$ cat config.mk
export PLATFORM = sky130hd
export DESIGN_NAME = vout_cmd_parser
export DESIGN_NICKNAME = d
export VERILOG_FILES = /design/src/rtl/vout_cmd_parser_pkg.sv /design/src/rtl/status_tx.sv /design/src/rtl/vout_cmd_parser.sv
export SDC_FILE = /design/constraint.sdc
export NUM_CORES = 1
export LEC_CHECK = 0
export CAP_MARGIN = 10
export CORE_UTILIZATION = 30
export CTS_CLUSTER_DIAMETER = 200
export DETAILED_ROUTE_END_ITERATION = 8
export MAX_ROUTING_LAYER = met4
export SYNTH_ARGS = -nofsm -noshare
export SYNTH_HDL_FRONTEND = slang
export SYNTH_HIERARCHICAL = 1
export SYNTH_SLANG_ARGS = --single-unit
$ cat constraint.sdc
create_clock -name clk -period 1.8 [get_ports clk]
set_input_delay 0.18 -clock clk [delete_from_list [all_inputs] [get_ports clk]]
set_output_delay 0.18 -clock clk [all_outputs]
set_load 0.005 [all_outputs]
$ cat src/rtl/vout_cmd_parser_pkg.sv
// Shared encodings for the RX command parser: system states and the
// opcode values carried in rx_data[7:4].
package vout_cmd_parser_pkg;

    typedef enum logic [1:0] {
        ST_IDLE   = 2'd0,
        ST_ARMED  = 2'd1,
        ST_STREAM = 2'd2,
        ST_FAULT  = 2'd3
    } state_t;

    localparam logic [3:0] OP_NOP    = 4'h0;
    localparam logic [3:0] OP_ARM    = 4'h1;
    localparam logic [3:0] OP_DATA   = 4'h2;
    localparam logic [3:0] OP_START  = 4'h3;
    localparam logic [3:0] OP_STOP   = 4'h4;
    localparam logic [3:0] OP_STATUS = 4'h5;
    localparam logic [3:0] OP_ABORT  = 4'hF;

endpackage

$ cat src/rtl/status_tx.sv
// Two-byte status reply shifter: load captures both bytes, cancel drops the
// reply at any point, and bytes advance on the tx_valid/tx_ready handshake.
module status_tx (
    input  logic       clk,
    input  logic       rst,
    input  logic       load,
    input  logic       cancel,
    input  logic [7:0] byte0,
    input  logic [7:0] byte1,
    output logic [7:0] tx_data,
    output logic       tx_valid,
    input  logic       tx_ready,
    output logic       tx_last
);

    logic [7:0] hold;

    // NOTE: registers use non-blocking (<=) so every flop samples pre-edge values.
    always_ff @(posedge clk) begin
        if (rst || cancel) begin
            tx_valid <= 1'b0;
            tx_last  <= 1'b0;
            tx_data  <= 8'h00;
            hold     <= 8'h00;
        end else if (load && !tx_valid) begin
            tx_valid <= 1'b1;
            tx_last  <= 1'b0;
            tx_data  <= byte0;
            hold     <= byte1;
        end else if (tx_valid && tx_ready) begin
            if (tx_last) begin
                tx_valid <= 1'b0;
                tx_last  <= 1'b0;
                tx_data  <= 8'h00;
            end else begin
                tx_data <= hold;
                tx_last <= 1'b1;
            end
        end
    end

endmodule

$ cat src/rtl/vout_cmd_parser.sv
// RX command parser and system FSM: registers accepted bytes, decodes them one
// cycle later, packs DATA nibbles into FIFO words and answers STATUS requests.
module vout_cmd_parser
    import vout_cmd_parser_pkg::*;
#(
    parameter int DATA_W     = 4,
    parameter int FIFO_AW    = 11,
    parameter int HIGH_WATER = 1920,
    parameter int OVF_FATAL  = 0
) (
    input  logic               clk,
    input  logic               rst,
    input  logic [7:0]         rx_data,
    input  logic               rx_valid,
    input  logic               rx_user,
    input  logic               rx_last,
    output logic [7:0]         tx_data,
    output logic               tx_valid,
    input  logic               tx_ready,
    output logic               tx_last,
    output logic [DATA_W-1:0]  vout_fifow_data,
    output logic               vout_fifow_request,
    input  logic [FIFO_AW-1:0] vout_fifow_used_words,
    output logic [1:0]         state,
    output logic [7:0]         ovf_cnt
);

    localparam int          PACK   = DATA_W / 4;
    localparam int          CNT_W  = $clog2(PACK + 1);
    localparam logic [31:0] HW_LVL = HIGH_WATER;

    logic              s1_valid;
    logic              s1_last;
    logic [3:0]        s1_op;
    logic [3:0]        s1_pay;

    state_t            state_q, state_nxt;
    logic [DATA_W-1:0] pack_q, pack_nxt;
    logic [CNT_W-1:0]  cnt_q, cnt_nxt;
    logic [7:0]        ovf_nxt;
    logic [DATA_W+3:0] shifted;
    logic [31:0]       used_ext;
    logic              data_hit, word_done, room;
    logic              wr_fire, tx_load, tx_cancel;

    always_ff @(posedge clk) begin
        if (rst) begin
            s1_valid <= 1'b0;
            s1_last  <= 1'b0;
            s1_op    <= 4'h0;
            s1_pay   <= 4'h0;
        end else begin
            s1_valid <= rx_valid && !rx_user;
            s1_last  <= rx_last;
            s1_op    <= rx_data[7:4];
            s1_pay   <= rx_data[3:0];
        end
    end

    assign used_ext  = 32'(vout_fifow_used_words);
    assign room      = used_ext < HW_LVL;
    assign shifted   = {pack_q, s1_pay};
    assign data_hit  = s1_valid && (s1_op == OP_DATA) && (state_q == ST_STREAM);
    assign word_done = data_hit && (cnt_q == CNT_W'(PACK - 1));

    always_ff @(posedge clk) begin
        if (rst) state_q <= ST_IDLE;
        else     state_q <= state_nxt;
    end

    // NOTE: every always_comb output gets a default first so no latch is inferred.
    always_comb begin
        state_nxt = state_q;
        if (s1_valid) begin
            case (s1_op)
                OP_ABORT: state_nxt = ST_IDLE;
                OP_ARM:   if (state_q == ST_IDLE)   state_nxt = ST_ARMED;
                OP_START: if (state_q == ST_ARMED)  state_nxt = ST_STREAM;
                OP_STOP:  if (state_q == ST_STREAM) state_nxt = ST_ARMED;
                OP_DATA:  if (word_done && !room && (OVF_FATAL != 0)) state_nxt = ST_FAULT;
                default:  state_nxt = state_q;
            endcase
        end
    end

    always_comb begin
        pack_nxt  = pack_q;
        cnt_nxt   = cnt_q;
        ovf_nxt   = ovf_cnt;
        wr_fire   = 1'b0;
        tx_load   = 1'b0;
        tx_cancel = 1'b0;
        if (s1_valid) begin
            case (s1_op)
                OP_ABORT: begin
                    pack_nxt  = '0;
                    cnt_nxt   = '0;
                    ovf_nxt   = 8'h00;
                    tx_cancel = 1'b1;
                end
                OP_START: if (state_q == ST_ARMED) begin
                    pack_nxt = '0;
                    cnt_nxt  = '0;
                end
                OP_STOP: if (state_q == ST_STREAM) begin
                    pack_nxt = '0;
                    cnt_nxt  = '0;
                end
                OP_STATUS: tx_load = 1'b1;
                OP_DATA: if (data_hit) begin
                    if (word_done) begin
                        pack_nxt = '0;
                        cnt_nxt  = '0;
                        if (room)                 wr_fire = 1'b1;
                        else if (ovf_cnt != 8'hFF) ovf_nxt = ovf_cnt + 8'd1;
                    end else begin
                        pack_nxt = shifted[DATA_W-1:0];
                        cnt_nxt  = cnt_q + CNT_W'(1);
                    end
                end
                default: ;
            endcase
            // The frame's last byte is acted on first, then any partial pack is dropped.
            if (s1_last) begin
                pack_nxt = '0;
                cnt_nxt  = '0;
            end
        end
    end

    always_ff @(posedge clk) begin
        if (rst) begin
            pack_q             <= '0;
            cnt_q              <= '0;
            ovf_cnt            <= 8'h00;
            vout_fifow_request <= 1'b0;
            vout_fifow_data    <= '0;
        end else begin
            pack_q             <= pack_nxt;
            cnt_q              <= cnt_nxt;
            ovf_cnt            <= ovf_nxt;
            vout_fifow_request <= wr_fire;
            if (wr_fire) vout_fifow_data <= shifted[DATA_W-1:0];
        end
    end

    assign state = state_q;

    status_tx u_status_tx (
        .clk      (clk),
        .rst      (rst),
        .load     (tx_load),
        .cancel   (tx_cancel),
        .byte0    ({OP_STATUS, 2'b00, state_q}),
        .byte1    (ovf_cnt),
        .tx_data  (tx_data),
        .tx_valid (tx_valid),
        .tx_ready (tx_ready),
        .tx_last  (tx_last)
    );

endmodule

==> summary.md <==
| Metric | Value |
|---|---|
| Final Cycle Share | 98.2% |
| Ys async rst share | 0% |
| # placed instances | 367 |
| Switching pwr | 408 uW |
| Start-to-end type of the worst setup path | flip-flop to flip-flop |
| Pint | 1380 uW |
| Highest cell delay on the worst timing path | 0.59 ns |
| ANT cells | 0 |
| Hold Worst Slack | 0.422 ns |
| Cell types occupying the most area after synthesis | dfxtp_1 (42%), nor2b_1 (6.3%), nor2_1 (4.3%) |
| Kind of end point of the critical path | flip-flop |
| Most area-hungry cell type in the Yosys netlist | dfxtp_1 |
| Top delay family on crit path | simple AND/OR/NAND/NOR gates |
| Vias | 1746 |
| Number of failing hold endpoints at the final stage | 0 |
| Non-filler instance count after layout | 375 |
| Worst min path class | primary input to flip-flop |
| Final #Nets | 323 |
| GRT overflow | 0 |
| Post-synthesis cell type count | 52 |
| Largest net degree at the start of global routing | 17 |
| Iter 0 DRT Violations | 38 |
| Fraction of synthesized cell area taken by the top area cell type | 42.5% |
| Antenna violations before repair | 0 |
| Peak Freq | 566 MHz |
| Post-synth EDFFs | 0 |
| Pins Over Slew Limit | 0 |
| Worst path required time | 2.04 ns |
| Most common flop cell mapped by yosys | dfxtp_1 |
| Number of clock sinks seen by CTS | 44 |
| Setup Viol. Count Final | 0 |
| Final routed wire length divided by cell count | 12.0 um |
| Clock latency of the later-clocked register in the worst-skew pair | 0.30 ns |
| Drt drc | 0 |
| Die footprint | 7250 um2 |
| Core Area | 6490 um2 |
| Number of filler cells placed in the layout | 650 |
| Syn avg cell area | 8.94 um2 |
| Total of flip-flops plus latches after synthesis | 44 |
| Power density over cell area | 627 nW/um2 |
| Data arrival, critical path | 2.01 ns |
| Share of power burned in registers | 55.7% |
| CTS max path bufs | 2 |
| Clock share of power | 36.5% |
| Core utilization of the finished layout | 43.8% |
| Result of the run | finished clean |
| First drt pass iteration count | 4 |
| First-pass GRT wire length | 7.79 mm |
| Leak | 0.00108 uW |
| Share of synthesized area occupied by flip-flops and latches | 42.5% |
| Comb power frac | 7.9% |
| Maximum Capacitance Violations | 0 |
| Ordered cell list for the critical path | or4b_4 -> o21ai_2 -> o22ai_2 -> or3_1 -> a21oi_2 |
| Unrepaired setup endpoints after global routing | yes |
| I/O Pins | 50 |
| DP Area | 2700 um2 |
| Post-CTS Setup Inserts | 0 |
| Worst-case clock skew | 0.00595 ns |
| Master cell of the clock root buffer | clkbuf_8 |
| Vias per inst | 4.66 |
| Synth-to-layout area growth | 37.2% |
| Number of global-route vias before repair | 1665 |
| Min Clock Period, post-route | 1.77 ns |
| Cell Rows | 29 |
| CTS H-Tree Depth | 2 |
| Post-CTS Hold Fix Bufs | 0 |
| Post-synthesis cell area | 2070 um2 |
| Switching share of power | 22.9% |
| Highest-delay cell along the critical path | or4b_4 |
| Startpoint type of the worst setup path | flip-flop |
| Floorplan die width | 85.1 um |
| Gate Count Post-Synth | 232 |
| Overall routed net length | 4.51 mm |
| Total number of yosys warnings | 6 |
| Number of port buffers | 42 |
| Starting utilization of the core area | 31.9% |
| Number of antenna-violating nets in the routed design | 0 |
| Share of post-route cells with drive strength above 1 | 22.1% |
| Total track usage | 14.0% |
| Clock-pin slew reported for the worst setup and hold paths after clock tree synthesis | 0.08 ns |
| Detailed placement HPWL | 3.30 mm |
| Max FO, Critical Path | 6 |
| Clock tree from TritonCTS | built |
| Inserted Clock Buffers | 5 |
| Placer Congestion | 0.833 |
| Sum of buffers and inverters on the critical path | 0 |
| Chip height | 85.1 um |
| Maximum vdd drop | 336 uV |
| Final Cell Area | 2840 um2 |
-- cell usage in the layout, fill, tap and decap left out, types with 2 or more instances in the layout --
cell type	n
nand4_1	3
nand2b_1	3
nor2b_1	21
and3_1	3
clkbuf_8	6
nand2_1	21
nand3_1	4
o21ai_1	2
o21ai_0	10
nor3_1	7
o31ai_1	3
or4b_4	3
a21oi_2	10
buf_4	25
a21oi_1	6
dfxtp_1	43
nand2_2	3
o22ai_1	6
o22ai_2	3
inv_1	3
nor3_2	3
and2_1	3
nor2_1	23
nand4b_1	2
conb_1	6
xor2_1	2
mux2i_1	4
a31oi_1	2
nand3b_1	2
clkdlybuf4s50_1	42
-- cell usage after synthesis, types with 2 or more instances --
library cell	number
a21oi_1	7
a21oi_2	9
a31oi_1	2
and2_1	4
and3_1	3
buf_2	4
buf_6	4
clkbuf_1	2
conb_1	2
dfxtp_1	44
inv_1	3
mux2i_1	4
nand2_1	22
nand2_2	2
nand2b_1	3
nand3_1	4
nand3b_1	2
nand4_1	3
nand4b_1	2
nor2_1	24
nor2b_1	21
nor3_1	7
nor3_2	3
o21ai_0	11
o21ai_1	2
o22ai_1	6
o22ai_2	3
o31ai_1	3
or4b_2	2
xor2_1	2
-- state kept, by name (all words and copies together) (netlist names) --
| name | flops |
|---|---|
| state | 2 |
| vout_fifow_data | 4 |
| vout_fifow_request | 1 |
| s1_valid | 1 |
| cnt_q | 1 |
| u_status_tx/hold | 8 |
| u_status_tx/tx_data | 8 |
| s1_op | 4 |
| u_status_tx/tx_valid | 1 |
| s1_last | 1 |
| u_status_tx/tx_last | 1 |
| s1_pay | 4 |
| ovf_cnt | 8 |
-- through the flow --
step                worst slack (ns)  setup TNS [ns]  power [uW]
floorplan                    -0.0840         -0.0840        1090
global placement            -0.00712        -0.00864        1150
detailed placement           -0.0236         -0.0791        1150
CTS                           0.0192               0        1800
global route                 -0.0390         -0.0973        1870
finish                        0.0327               0        1780
-- worst reg2reg max path, stage by stage, from the launching register on --
cell	delay [ns]
dfxtp_1	0.33
or4b_4	0.59
o21ai_2	0.20
o22ai_2	0.12
or3_1	0.33
a21oi_2	0.14
-- layer usage --
metal  global-route usage [%]  part of all wire, %  vias to the layer above
li1                         -                    -                      926
met1                     17.9                   50                      772
met2                     21.5                   45                       44
met3                     4.18                  4.1                        4
met4                     4.16                 0.80                        0
met5                        -                    0                        -
-- cells by family (layout without fill, tap and decap cells) --
family | after synthesis | after routing | share of synthesized area, %
DFF | 44 | 44 | 42.5
adders and majority gates | 1 | 1 | 0.603
AOI/OAI and AO/OA | 49 | 49 | 17.1
and+or+nand+nor | 111 | 111 | 29.8
buffers and inverters | 17 | 79 | 5.79
muxes | 5 | 5 | 2.66
xor gates and xnor gates | 3 | 3 | 1.27
other | 2 | 6 | 0.362
-- area by class of cell --
type                    count  area (um2)  area share (%)
multi-input cells         175        1130            39.8
well taps                  77        96.3            3.39
clock inverters             1        7.51           0.264
inverters                   3        11.3           0.396
flip-flops and latches     44         882            31.0
clock buffers               7        86.3            3.04
repair buffers             68         628            22.1
-- what timing repair did --
action,in CTS,in global routing
gates cloned,0,0
setup endpoints to repair,5,17
resized for setup,3,11
pin swaps,0,3
-- power groups by stage --
stage	clock network [uW]	registers (uW)	logic, uW
2_1_floorplan	0	1010	76.0
3_3_place_gp	0	1020	132
3_5_place_dp	0	1020	132
4_1_cts	671	993	134
5_1_grt	720	995	155
6_report	650	993	141
-- final timing paths --
path	start	to	slack (ns)	depth (start not counted)
max	s1_op[3]	ovf_cnt[1]	0.03	5
min	rx_user	s1_valid	0.42	2
max reg2reg	s1_op[3]	ovf_cnt[1]	0.03	5
min reg2reg	s1_pay[2]	vout_fifow_data[2]	0.46	2
Note: power is estimated with default switching activity, not from simulation.
